[src/rtl/cmo_req_arbiter_pkg.sv]
// Shared types for the CMO request arbiter.
// - cmo_req_t / cmo_resp_t : CMO request/response bundles exchanged with the
//   D-Cache CMO port.
// - cmo_arb_state_t        : grant state of the arbiter (idle / locked).
// - CMO_ARB_MAX_PORTS      : largest supported requester count.
package cmo_req_arbiter_pkg;

  localparam int unsigned CMO_ARB_MAX_PORTS = 8;
  localparam int unsigned TRANS_ID_BITS     = 4;
  localparam int unsigned CMO_ADDR_W        = 64;

  typedef enum logic [3:0] {
    CMO_CLEAN = 4'd0,
    CMO_FLUSH = 4'd1,
    CMO_INVAL = 4'd2,
    CMO_ZERO  = 4'd3
  } cmo_t;

  typedef struct packed {
    logic                     req;
    logic [TRANS_ID_BITS-1:0] trans_id;
    logic [CMO_ADDR_W-1:0]    address;
    cmo_t                     cmo_op;
  } cmo_req_t;

  typedef struct packed {
    logic                     req_ready;
    logic                     ack;
    logic [TRANS_ID_BITS-1:0] trans_id;
  } cmo_resp_t;

  typedef enum logic {
    ARB_IDLE   = 1'b0,
    ARB_LOCKED = 1'b1
  } cmo_arb_state_t;

endpackage

[src/rtl/cmo_arb_rr.sv]
// Combinational winner select for the CMO arbiter.
// Picks the first asserted bit of req_i at or after ptr_i, wrapping from
// NR_PORTS-1 back to 0.
// Build option: CMO_ARB_FIXED_PRIO_EN -> ptr_i is ignored, lowest index wins.
// Ports:
//   req_i    : per-port request vector
//   ptr_i    : round-robin start position
//   gnt_oh_o : one-hot winner
//   idx_o    : winner index
//   valid_o  : at least one request present
module cmo_arb_rr #(
  parameter int unsigned NR_PORTS = 2,
  parameter int unsigned IDX_W    = 1
) (
  input  logic [NR_PORTS-1:0] req_i,
  input  logic [IDX_W-1:0]    ptr_i,
  output logic [NR_PORTS-1:0] gnt_oh_o,
  output logic [IDX_W-1:0]    idx_o,
  output logic                valid_o
);

  int unsigned k;
  logic        found;

  always_comb begin
    gnt_oh_o = '0;
    idx_o    = '0;
    found    = 1'b0;
    k        = 0;
    for (int unsigned i = 0; i < NR_PORTS; i++) begin
`ifdef CMO_ARB_FIXED_PRIO_EN
      k = i;
`else
      k = (int'(ptr_i) + i) % NR_PORTS;
`endif
      if (!found && req_i[k]) begin
        found       = 1'b1;
        idx_o       = IDX_W'(k);
        gnt_oh_o[k] = 1'b1;
      end
    end
    valid_o = found;
  end

endmodule

[src/rtl/cmo_req_arbiter.sv]
// Shares the single D-Cache CMO port between NR_PORTS requesters.
// Round-robin grant that stays locked on one port until the cache accepts,
// plus an in-order tracking FIFO of accepted source ports used to route
// each cache ack back to the requester that issued it.
// Build option: CMO_ARB_FIXED_PRIO_EN -> fixed priority (lowest index wins),
// round-robin pointer held at 0.
// Handshake: a request transfers in the cycle where cmo_dc_req_o.req and
// cmo_dc_resp_i.req_ready are both 1; the granted requester must hold req
// and payload stable until then. Acks are single-cycle and arrive in
// request order.
// Ports:
//   clk_i, rst_ni   : clock, synchronous active-low reset
//   req_i / resp_o  : per-requester request / response
//   cmo_dc_req_o    : request to the D-Cache
//   cmo_dc_resp_i   : response from the D-Cache
//   busy_o          : entries outstanding or a grant is locked
//   spurious_ack_o  : ack seen with nothing outstanding (1-cycle pulse)
module cmo_req_arbiter
  import cmo_req_arbiter_pkg::*;
#(
  parameter int unsigned NR_PORTS        = 2,
  parameter int unsigned MAX_OUTSTANDING = 4
) (
  input  logic                     clk_i,
  input  logic                     rst_ni,
  input  cmo_req_t  [NR_PORTS-1:0] req_i,
  output cmo_resp_t [NR_PORTS-1:0] resp_o,
  output cmo_req_t                 cmo_dc_req_o,
  input  cmo_resp_t                cmo_dc_resp_i,
  output logic                     busy_o,
  output logic                     spurious_ack_o
);

  localparam int unsigned IDX_W = (NR_PORTS > 1) ? $clog2(NR_PORTS) : 1;
  localparam int unsigned PTR_W = (MAX_OUTSTANDING > 1) ? $clog2(MAX_OUTSTANDING) : 1;
  localparam int unsigned CNT_W = $clog2(MAX_OUTSTANDING) + 1;

  cmo_arb_state_t      state_q, state_d;
  logic [IDX_W-1:0]    lock_idx_q;
  logic [IDX_W-1:0]    rr_ptr;
  logic [NR_PORTS-1:0] req_vec, arb_oh, grant_oh;
  logic [IDX_W-1:0]    arb_idx, grant_idx;
  logic                arb_valid, grant_valid, accept, pop;
  logic                fifo_full, fifo_empty;

  logic [IDX_W-1:0]    fifo_mem [MAX_OUTSTANDING];
  logic [PTR_W-1:0]    wr_ptr_q, rd_ptr_q;
  logic [CNT_W-1:0]    cnt_q;
  logic [IDX_W-1:0]    head_idx;

  always_comb begin
    for (int unsigned k = 0; k < NR_PORTS; k++) req_vec[k] = req_i[k].req;
  end

  cmo_arb_rr #(
    .NR_PORTS (NR_PORTS),
    .IDX_W    (IDX_W)
  ) u_arb (
    .req_i    (req_vec),
    .ptr_i    (rr_ptr),
    .gnt_oh_o (arb_oh),
    .idx_o    (arb_idx),
    .valid_o  (arb_valid)
  );

  assign fifo_full  = (cnt_q == CNT_W'(MAX_OUTSTANDING));
  assign fifo_empty = (cnt_q == '0);
  assign head_idx   = fifo_mem[rd_ptr_q];

  // Grant / lock FSM. Everything is gated by rst_ni so that outputs read 0
  // during the reset cycle even while requests are held.
  always_comb begin
    state_d     = state_q;
    grant_valid = 1'b0;
    grant_idx   = arb_idx;
    grant_oh    = arb_oh;
    unique case (state_q)
      ARB_IDLE: begin
        // Fullness uses the registered count only: an ack in this cycle
        // frees the slot for the next cycle, keeping ack off the req path.
        grant_valid = rst_ni && !fifo_full && arb_valid;
        if (grant_valid && !cmo_dc_resp_i.req_ready) state_d = ARB_LOCKED;
      end
      ARB_LOCKED: begin
        grant_idx   = lock_idx_q;
        grant_oh    = NR_PORTS'(1) << lock_idx_q;
        grant_valid = rst_ni && req_i[lock_idx_q].req;
        // Leave on acceptance, or when the owner withdraws its request.
        if (!req_i[lock_idx_q].req || cmo_dc_resp_i.req_ready) state_d = ARB_IDLE;
      end
      default: state_d = ARB_IDLE;
    endcase
  end

  assign accept = grant_valid && cmo_dc_resp_i.req_ready;
  assign pop    = rst_ni && cmo_dc_resp_i.ack && !fifo_empty;

  always_comb begin
    cmo_dc_req_o = grant_valid ? req_i[grant_idx] : '0;
    resp_o       = '0;
    for (int unsigned k = 0; k < NR_PORTS; k++) begin
      resp_o[k].req_ready = grant_valid && grant_oh[k] && cmo_dc_resp_i.req_ready;
      if (pop && (head_idx == IDX_W'(k))) begin
        resp_o[k].ack      = 1'b1;
        resp_o[k].trans_id = cmo_dc_resp_i.trans_id;
      end
    end
  end

  assign spurious_ack_o = rst_ni && cmo_dc_resp_i.ack && fifo_empty;
  assign busy_o         = rst_ni && (!fifo_empty || (state_q == ARB_LOCKED));

  always_ff @(posedge clk_i) begin
    if (!rst_ni) begin
      state_q    <= ARB_IDLE;
      lock_idx_q <= '0;
      wr_ptr_q   <= '0;
      rd_ptr_q   <= '0;
      cnt_q      <= '0;
    end else begin
      state_q <= state_d;
      if ((state_q == ARB_IDLE) && grant_valid && !accept) lock_idx_q <= grant_idx;
      if (accept) begin
        wr_ptr_q <= (wr_ptr_q == PTR_W'(MAX_OUTSTANDING - 1)) ? '0 : wr_ptr_q + PTR_W'(1);
      end
      if (pop) begin
        rd_ptr_q <= (rd_ptr_q == PTR_W'(MAX_OUTSTANDING - 1)) ? '0 : rd_ptr_q + PTR_W'(1);
      end
      unique case ({accept, pop})
        2'b10:   cnt_q <= cnt_q + CNT_W'(1);
        2'b01:   cnt_q <= cnt_q - CNT_W'(1);
        default: cnt_q <= cnt_q;
      endcase
    end
  end

  always_ff @(posedge clk_i) begin
    if (accept) fifo_mem[wr_ptr_q] <= grant_idx;
  end

`ifdef CMO_ARB_FIXED_PRIO_EN
  assign rr_ptr = '0;
`else
  logic [IDX_W-1:0] rr_ptr_q;

  always_ff @(posedge clk_i) begin
    if (!rst_ni) begin
      rr_ptr_q <= '0;
    end else if (accept) begin
      rr_ptr_q <= (grant_idx == IDX_W'(NR_PORTS - 1)) ? '0 : grant_idx + IDX_W'(1);
    end
  end

  assign rr_ptr = rr_ptr_q;
`endif

endmodule

[config.mk]
export PLATFORM = sky130hd
export DESIGN_NAME = cmo_req_arbiter
export DESIGN_NICKNAME = d
export VERILOG_FILES = /design/src/rtl/cmo_req_arbiter_pkg.sv /design/src/rtl/cmo_arb_rr.sv /design/src/rtl/cmo_req_arbiter.sv
export SDC_FILE = /design/constraint.sdc
export NUM_CORES = 1
export LEC_CHECK = 0
export BUFFER_PORTS_ARGS = -buffer_cell sky130_fd_sc_hd__buf_2
export CORE_AREA = 2 2 95 97
export DETAILED_ROUTE_END_ITERATION = 6
export DIE_AREA = 0 0 97 99
export GPL_ROUTABILITY_DRIVEN = 0
export HOLD_SLACK_MARGIN = 0.1
export SYNTH_ARGS = -nofsm -noshare
export SYNTH_HDL_FRONTEND = slang
export SYNTH_SLANG_ARGS = --single-unit
[constraint.sdc]
create_clock -name clk_i -period 2.93 [get_ports clk_i]
set_input_delay 0.4395 -clock clk_i [delete_from_list [all_inputs] [get_ports clk_i]]
set_output_delay 0.4395 -clock clk_i [all_outputs]
set_load 0.01 [all_outputs]
==> impl_metrics.csv <==
group,metric,value,unit
outcome,status,"finished clean",
critical_path,cp_slowest_stage_delay,0.50,ns
critical_path,crit_arrival,2.19,ns
floorplanning,die_x,97,µm
routing,ant_nets,0,
routing,vias,3080,
clock_tree,post_cts_buffers,0,
grt,grt_pass1_wl,13400,µm
routing,avgViaCountPerCell,4.56,
grt,grt_max_degree,75,
layout,final_util,0.406,
place,place_hpwl,7100,µm
clock_tree,clock_path_buffers,2,
worst_hold_path,hold_path.class,"in -> reg",
logic_synthesis,ys.flop_type,"dfxtp_1",
logic_synthesis,synth_area_leaders,"nand2_1 (27%), a21oi_2 (24%), dfxtp_1 (11%), edfxtp_1 (5.6%), buf_6 (3.7%)",
critical_path,endpoint_kind,"output pin",
critical_path,critPathLaunchType,"register",
timing,finalSetupViolCount,0,
floorplanning,design.die.area,9600,µm²
clock_tree,cts_tree,"built",
timing,slew_viol_final,0,
logic_synthesis,async_reset_ff_frac,0,
logic_synthesis,yosysWarnings,0,
layout,area_delta_synth_final,60.7,%
routing,routed_wl,8610,µm
critical_path,cp.required,2.49,ns
critical_path,path_max_fanout,37,
floorplanning,initial_utilization,0.253,
grt,grtUsageTotal,0.165,
grt,first_global_vias,2893,
clock_tree,cts-hold-fix-buffers,0,
timing,rsz0062_at_grt,"no",
logic_synthesis,synth_top_area_frac,0.271,
place,portBuffers,240,
logic_synthesis,synth_seq_cells,16,
critical_path,criticalPathCategory,"reg -> out",
floorplanning,die_h,99,µm
grt,overflow,0,
floorplanning,io_pins,241,
routing,drt_pass1_iterations,4,
timing,slew_headroom,0.644,
critical_path,cp_num_buf_inv,2,
timing,report.final.hold_viol_count,0,
power,p_leak,1.90,nW
layout,antenna_cells,0,
timing,period_share,0.898,
logic_synthesis,synth.distinct_cells,36,
clock_tree,cts.sinks,16,
clock_tree,clock-root-buffer,"clkbuf_8",
logic_synthesis,syn_area,2160,µm²
clock_tree,path_clk_slew,0.06,ns
timing,fin_hold_ws,0.378,ns
timing,period_needed,2.63,ns
timing,tightest_slew,0.534,ns
logic_synthesis,yosys-top-cells-count,"nand2_1 (156), a21oi_2 (60), clkbuf_1 (16), nor2_1 (16), a21oi_1 (15)",
floorplanning,row_count,34,
logic_synthesis,yosysMostFrequentCell,"nand2_1",
clock_tree,cts_buffers,3,
logic_synthesis,synth_edf_count,4,
routing,wl_per_cell,12.7,µm
floorplanning,core_area,8550,µm²
logic_synthesis,yosys.area.top_type,"nand2_1",
logic_synthesis,synth_cells,344,
routing,drc,0,
logic_synthesis,yosysSeqAreaShare,0.167,
logic_synthesis,syn-num-nets,505,
timing,skew,0.00389,ns
routing,drt-initial-drc-count,75,
power,power_density,277,nW/µm²
power,peakVddDrop,0.152,mV
critical_path,crit_family,"simple AND/OR/NAND/NOR gates",
critical_path,worst_path_max_delay_cell,"or2_4",
timing,fin_tns_setup,0,ns
logic_synthesis,synth_area_per_cell,6.28,µm²
clock_tree,clk_latency,0.25,ns
layout,drive_gt1_frac,0.549,
critical_path,path_cells,"nor3b_1 > a311o_1 > or2_4 > buf_12 > a21oi_2 > buf_2",
layout,fin_nets,730,
timing,max_freq,380,MHz
grt,antenna_found_initial,0,
clock_tree,post_cts_resized,0,
clock_tree,htreeDepth,1,
flow_run,drv_cap,0,
-- per-stage QoR --
step,total power [mW],std cells,cell area (µm²),setup WS [ns]
after detailed placement,0.808,672,3430,0.180
after global routing,1.04,676,3470,0.119
after CTS,0.977,676,3470,0.272
final,0.963,676,3470,0.298
after global placement,0.797,672,3430,0.288
after floorplan,0.579,344,2160,0.552
-- layer usage --
| metal | track usage | vias up | share of wire |
|---|---|---|---|
| met2 | 0.292 | 137 | 0.51 |
| met5 | 0 | - | 0 |
| met1 | 0.209 | 1358 | 0.41 |
| met3 | 0.0298 | 14 | 0.069 |
| met4 | 0.0347 | 0 | 0.015 |
| li1 | - | 1571 | - |
-- worst paths after layout --
path / startpoint / to / slack [ns] / cells after the start
setup reg to reg: state_q$_SDFF_PN0_ / cnt_q[2]$_SDFFE_PN0P_ / 0.35 / 10
hold reg to reg: rr_ptr$_SDFFE_PN0P_ / rr_ptr$_SDFFE_PN0P_ / 0.49 / 2
setup / recovery: state_q$_SDFF_PN0_ / cmo_dc_req_o[7] / 0.30 / 6
hold / removal: cmo_dc_resp_i[5] / state_q$_SDFF_PN0_ / 0.38 / 2
-- area by class of cell --
type | instances | area (µm²)
Fill cell | 923 | 5080
Multi-Input combinational cell | 291 | 1610
Timing Repair Buffer | 245 | 1280
Sequential cell | 16 | 360
Tap cell | 108 | 135
Inverter | 12 | 45.0
Clock buffer | 3 | 41.3
Clock inverter | 1 | 3.75
-- where the power goes --
part	leakage (nW)	switching (mW)	internal, mW
clock network	0.0231	0.0718	0.0928
logic	1.74	0.311	0.233
registers	0.135	0.0130	0.242
-- logic make-up after synthesis --
kind of cell,after synthesis,synth area share
AO/OA/AOI/OAI,86,0.316
flip-flops,16,0.167
AND/OR/NAND/NOR,194,0.360
adder cells (fa/ha/maj),7,0.0440
buffers and inverters,37,0.0898
multiplexers,2,0.0151
XOR/XNOR,2,0.00811
-- cells in the final DEF (no fill, tap or decap), types with 4 or more instances in the layout --
master	synthesis	final
buf_2	2	240
nand2_1	156	156
a21oi_2	60	60
nor2_1	16	16
a21oi_1	15	15
dfxtp_1	12	12
inv_1	11	11
ha_1	6	6
and2_1	5	5
and3_1	4	4
edfxtp_1	4	4
No activity file was read; power rests on OpenSTA's default activity.
